[src/rtl/ram_arb_pkg.sv]
// Shared definitions for the three-port expansion-RAM arbiter.
package ram_arb_pkg;

    localparam int unsigned NPORTS     = 3;
    localparam logic [1:0]  GRANT_NONE = 2'd3;

    typedef enum logic {
        ST_IDLE = 1'b0,
        ST_WAIT = 1'b1
    } arb_state_e;

    // Round-robin partner of the last granted port among 1/2.
    function automatic logic [1:0] rr_other(input logic [1:0] last);
        return (last == 2'd1) ? 2'd2 : 2'd1;
    endfunction

endpackage

[src/rtl/ram_port_arbiter_rr_pick.sv]
// Combinational winner select: port 0 fixed priority, ports 1/2 round-robin,
// starvation override hands the slot to 1/2 when port 0 has dominated too long.
module rr_pick
    import ram_arb_pkg::*;
(
    input  logic [NPORTS-1:0] pending,
    input  logic [1:0]        rr_last,
    input  logic              starved,
    output logic [1:0]        winner,
    output logic              valid
);

    logic       others;
    logic [1:0] rr_win;

    always_comb begin
        others = pending[1] | pending[2];
        valid  = |pending;

        if (pending[1] && pending[2]) begin
            rr_win = rr_other(rr_last);
        end else if (pending[1]) begin
            rr_win = 2'd1;
        end else begin
            rr_win = 2'd2;
        end

        winner = GRANT_NONE;
        if (starved && others) begin
            winner = rr_win;
        end else if (pending[0]) begin
            winner = 2'd0;
        end else if (others) begin
            winner = rr_win;
        end
    end

endmodule

[src/rtl/ram_port_arbiter.sv]
// Serialises DMA / cartridge-window / host-loader accesses onto one RAM
// controller port; all ports use the req != ack toggle handshake.
module ram_port_arbiter
    import ram_arb_pkg::*;
#(
    parameter int unsigned ram_a_bits   = 17,
    parameter int unsigned starve_limit = 4
) (
    input  logic                  clk,
    input  logic                  reset_n,
    input  logic [ram_a_bits-1:0] p0_a,
    input  logic [7:0]            p0_d,
    input  logic                  p0_we,
    input  logic                  p0_req,
    output logic                  p0_ack,
    output logic [7:0]            p0_q,
    input  logic [ram_a_bits-1:0] p1_a,
    input  logic [7:0]            p1_d,
    input  logic                  p1_we,
    input  logic                  p1_req,
    output logic                  p1_ack,
    output logic [7:0]            p1_q,
    input  logic [ram_a_bits-1:0] p2_a,
    input  logic [7:0]            p2_d,
    input  logic                  p2_we,
    input  logic                  p2_req,
    output logic                  p2_ack,
    output logic [7:0]            p2_q,
    output logic [ram_a_bits-1:0] mem_a,
    output logic [7:0]            mem_d,
    output logic                  mem_we,
    output logic                  mem_req,
    input  logic                  mem_ack,
    input  logic [7:0]            mem_q,
    output logic [1:0]            grant
);

    localparam logic [3:0] STARVE_MAX = 4'(starve_limit);

    logic [NPORTS-1:0]                 port_req;
    logic [NPORTS-1:0]                 pending;
    logic [NPORTS-1:0][ram_a_bits-1:0] port_a;
    logic [NPORTS-1:0][7:0]            port_d;
    logic [NPORTS-1:0]                 port_we;

    arb_state_e                        state_q, state_d;
    logic [ram_a_bits-1:0]             mem_a_q, mem_a_d;
    logic [7:0]                        mem_d_q, mem_d_d;
    logic                              mem_we_q, mem_we_d;
    logic                              mem_req_q, mem_req_d;
    logic [1:0]                        grant_q, grant_d;
    logic [3:0]                        starv_q, starv_d;
    logic [1:0]                        rr_last_q, rr_last_d;
    logic [NPORTS-1:0]                 ack_q, ack_d;
    logic [NPORTS-1:0][7:0]            rdata_q, rdata_d;

    logic                              starved;
    logic                              others;
    logic [1:0]                        winner;
    logic                              win_valid;

    assign port_req = {p2_req, p1_req, p0_req};
    assign port_a   = {p2_a, p1_a, p0_a};
    assign port_d   = {p2_d, p1_d, p0_d};
    assign port_we  = {p2_we, p1_we, p0_we};
    assign pending  = port_req ^ ack_q;
    assign starved  = (starv_q == STARVE_MAX);
    assign others   = pending[1] | pending[2];

    rr_pick u_rr_pick (
        .pending (pending),
        .rr_last (rr_last_q),
        .starved (starved),
        .winner  (winner),
        .valid   (win_valid)
    );

    always_comb begin
        state_d   = state_q;
        mem_a_d   = mem_a_q;
        mem_d_d   = mem_d_q;
        mem_we_d  = mem_we_q;
        mem_req_d = mem_req_q;
        grant_d   = grant_q;
        starv_d   = starv_q;
        rr_last_d = rr_last_q;
        ack_d     = ack_q;
        rdata_d   = rdata_q;

        case (state_q)
            ST_IDLE: begin
                if (win_valid) begin
                    mem_a_d   = port_a[winner];
                    mem_d_d   = port_d[winner];
                    mem_we_d  = port_we[winner];
                    mem_req_d = ~mem_req_q;
                    grant_d   = winner;
                    state_d   = ST_WAIT;
                    // Count only port-0 wins that actually held someone else off.
                    if (winner == 2'd0) begin
                        if (!others) begin
                            starv_d = '0;
                        end else if (!starved) begin
                            starv_d = starv_q + 4'd1;
                        end
                    end else begin
                        starv_d   = '0;
                        rr_last_d = winner;
                    end
                end
            end
            ST_WAIT: begin
                if (mem_ack == mem_req_q) begin
                    if (!mem_we_q) begin
                        rdata_d[grant_q] = mem_q;
                    end
                    ack_d[grant_q] = ~ack_q[grant_q];
                    grant_d        = GRANT_NONE;
                    state_d        = ST_IDLE;
                end
            end
            default: state_d = ST_IDLE;
        endcase
    end

    always_ff @(posedge clk or negedge reset_n) begin
        if (!reset_n) begin
            state_q   <= ST_IDLE;
            mem_a_q   <= '0;
            mem_d_q   <= '0;
            mem_we_q  <= 1'b0;
            mem_req_q <= 1'b0;
            grant_q   <= GRANT_NONE;
            starv_q   <= '0;
            rr_last_q <= 2'd2;
            ack_q     <= '0;
            rdata_q   <= '0;
        end else begin
            state_q   <= state_d;
            mem_a_q   <= mem_a_d;
            mem_d_q   <= mem_d_d;
            mem_we_q  <= mem_we_d;
            mem_req_q <= mem_req_d;
            grant_q   <= grant_d;
            starv_q   <= starv_d;
            rr_last_q <= rr_last_d;
            ack_q     <= ack_d;
            rdata_q   <= rdata_d;
        end
    end

    assign p0_ack  = ack_q[0];
    assign p1_ack  = ack_q[1];
    assign p2_ack  = ack_q[2];
    assign p0_q    = rdata_q[0];
    assign p1_q    = rdata_q[1];
    assign p2_q    = rdata_q[2];
    assign mem_a   = mem_a_q;
    assign mem_d   = mem_d_q;
    assign mem_we  = mem_we_q;
    assign mem_req = mem_req_q;
    assign grant   = grant_q;

endmodule

[config.mk]
export PLATFORM = sky130hd
export DESIGN_NAME = ram_port_arbiter
export DESIGN_NICKNAME = d
export VERILOG_FILES = /design/src/rtl/ram_arb_pkg.sv /design/src/rtl/ram_port_arbiter_rr_pick.sv /design/src/rtl/ram_port_arbiter.sv
export SDC_FILE = /design/constraint.sdc
export NUM_CORES = 1
export LEC_CHECK = 0
export ABC_AREA = 1
export BUFFER_PORTS_ARGS = -buffer_cell sky130_fd_sc_hd__buf_2
export CORE_MARGIN = 2
export CORE_UTILIZATION = 44
export CTS_CLUSTER_DIAMETER = 100
export DETAILED_ROUTE_END_ITERATION = 6
export GPL_TIMING_DRIVEN = 0
export PLACE_DENSITY = 0.87
export RECOVER_POWER = 50
export SYNTH_ARGS = -nofsm -noshare
export SYNTH_HDL_FRONTEND = slang
export SYNTH_SLANG_ARGS = --single-unit
[constraint.sdc]
create_clock -name clk -period 1.5 [get_ports clk]
set_input_delay 0.075 -clock clk [delete_from_list [all_inputs] [get_ports clk]]
set_output_delay 0.075 -clock clk [all_outputs]
set_load 0.03 [all_outputs]
==> results.md <==
- Register bit total from synthesis: 63
- Fill cells: 588
- Die ar.: 8860 um^2
- Most frequent cells in the layout: buf_2 (97), inv_1 (73), nand2_1 (63), dfrtp_1 (56), clkbuf_1 (54)
- WL/cell: 16.6 um
- Clk_lat worst skew: 0.34 ns
- Hold_ws: 0.00244 ns
- Synth unique cells: 30
- Core area: 7810 um^2
- Total I/O pin count: 148
- Synth Net Count: 564
- Worst-margin pin slew: 0.909 ns
- Die Wd: 94.2 um
- Status: complete, but fails checks
- Syn Std Cell Area: 3580 um^2
- Fin nets: 764
- Storage cell area: 1590 um^2
- Post-synth EDFFs: 0
- ANT cells: 0
- Total grt overflow: 0
- Commonest non-fill, non-tap cell in the layout: buf_2
- Final WS setup: -0.139 ns
- Avg Synthesized Cell Area: 7.61 um^2
- Hold Fails Final Rpt: 0
- WS Path Type: reg -> reg
- Drt pass-1 iters: 7
- Final Critical Period: 1.64 ns
- Area of the multi-input gates: 1950 um^2
- # port buffers: 147
- Worst IR Drop VDD: 1480 uV
- Gp weighted congestion: 0.857
- Total power: 14.4 mW
- Chip Height: 94.2 um
- Max Freq: 610 MHz
- DRT Wirelength: 12900 um
- First DRT Iteration DRCs: 311
- Ys async rst share: 1.00
- PwrDens: 2590 nW/um^2
- Leakage: 2.88 nW
- Worst slack at placement: -0.263 ns
- Row count: 32
- GRT Util Overall: 0.265
- Slew HR: 0.394
- Unrepaired setup endpoints after global routing: yes
- Synthesis Warnings: 0
- DP Cell Count: 719
- Setup slack, reg-to-reg: -0.14 ns
- Max Cap Violations: 0
- Max clock buf depth: 2
- Layout cells sized above 1: 0.413
- CTS tree: done
- Failing checks: setup timing
- Dpl hpwl: 7830 um
- Sequential area share after synthesis: 0.442
- Post-route DRC: 0
- Endpoints failing setup: 33
- Sink Count: 63
- Worst Clk Skew: 0.0129 ns
- Vias in the first global route: 3832
- H-tree depth: 3
- CP startpoint kind: register
- Worst hold path type: in -> reg
- First-pass GRT wire length: 18200 um
- Initial antenna violation count: 0
- Final Cycle Share: 1.09
- Routed vias: 4139
- Required time worst endpoint: 1.73 ns
- CTS Buf Count: 9
- Largest net degree at the start of global routing: 64
- Post-DRT Antenna Nets: 0
- Non-Filler Instances: 777
- CTS Root Cell: clkbuf_8
- Syn Inst Count: 470
- Area Growth Syn to Fin: 56.0%
- Vias per cell: 5.33
- Reg clk slew, reported paths: 0.07 ns
- Crit end category: register
- Pins Over Slew Limit: 0
- Worst Path Max Fanout: 10
- Data arrival time of the critical path: 1.87 ns
- Initial Util: 0.458
- Primary FF master, synth: dfrtp_1
timing repair:
action / 4_1_cts / 5_1_grt
endpoints found under the setup margin: 58 / 58
resized for setup: 77 / 70
cloned: 5 / 3
pin swaps: 20 / 22
buffers inserted: 21 / 13
endpoints found under the hold margin: 0 / 60
hold buffers: 0 / 1
through the flow:
step | setup TNS (ns) | instance area [um^2] | utilization
after floorplan | -1.00 | 3620 | -
after global placement | -6.51 | 4480 | 0.574
after detailed placement | -9.81 | 4480 | 0.574
after CTS | -1.47 | 5170 | 0.662
after global routing | -5.54 | 5580 | 0.714
final | -2.77 | 5580 | 0.714
sequential cells by signal, summed over array words and instances, names as in the netlist:
register / flops
ack_q: 3
grant: 2
mem_a: 17
mem_d: 8
mem_req: 1
mem_we: 1
p0_q: 8
p1_q: 8
p2_q: 8
rr_last_q: 2
starv_q: 4
state_q: 1
cells in the mapped netlist, types with 2 or more instances:
cell	count	area, um^2
nand2_1	81	304
buf_6	5	56.3
dfstp_2	3	78.8
o21ai_0	17	85.1
nand3b_1	26	195
a21oi_1	26	130
o21ai_1	17	85.1
ha_1	2	25.0
nor2_1	33	124
nand3_1	80	400
inv_2	3	11.3
nand2_4	2	22.5
xnor2_1	2	17.5
buf_2	13	65.1
nor3_1	2	10.0
clkbuf_1	3	11.3
dfrtp_1	60	1500
nand2_2	5	31.3
buf_4	3	22.5
inv_1	76	285
buf_8	2	30.0
kinds of logic after synthesis:
kind of cell    synth area share
simple gates               0.309
buf+inv                    0.135
compound gates             0.100
flops                      0.442
xor+xnor                 0.00735
fa+ha+maj                0.00700
final timing paths:
check | cells after the start | to | from
worst max-delay path | 11 | mem_a[3] | starv_q[0]
worst min-delay path | 3 | p1_q[5] | mem_q[5]
worst max register to register | 11 | mem_a[3] | starv_q[0]
worst min register to register | 2 | p2_q[7] | p2_q[7]
max in group asynchronous | 2 | mem_req | reset_n
min in group asynchronous | 2 | mem_a[10] | reset_n
layer usage:
metal / routed length [um] / GRT usage / part of all wire
met3: 1150 / 0.0658 / 0.089
met1: 5040 / 0.320 / 0.39
met4: 304 / 0.114 / 0.024
met5: 0 / 0 / 0
met2: 6380 / 0.449 / 0.50
layout make-up:
| type | count | area share |
|---|---|---|
| sequential | 63 | 0.284 |
| inverter | 79 | 0.0536 |
| timing repair buffer | 190 | 0.208 |
| buffer | 25 | 0.0550 |
| clock inverter | 2 | 0.00179 |
| multi-input combinational | 302 | 0.349 |
| clock buffer | 14 | 0.0256 |
| tap | 102 | 0.0229 |
critical path, cell delays in order (launching register included):
cell,delay (ns)
dfrtp_1,0.40
inv_2,0.09
ha_4,0.15
nand2_4,0.06
nor2_4,0.11
nand2_4,0.09
nand2_8,0.09
buf_12,0.14
buf_8,0.14
nand3_1,0.08
nand3_1,0.11
a21oi_2,0.07
power by group:
part | switching, mW | internal, mW | total, mW | leakage (nW)
registers | 0.564 | 2.58 | 3.14 | 0.747
logic | 6.08 | 3.96 | 10.0 | 2.05
clock network | 0.650 | 0.598 | 1.25 | 0.0784
total | 7.29 | 7.13 | 14.4 | 2.88
(Power assumes the default switching activity.)
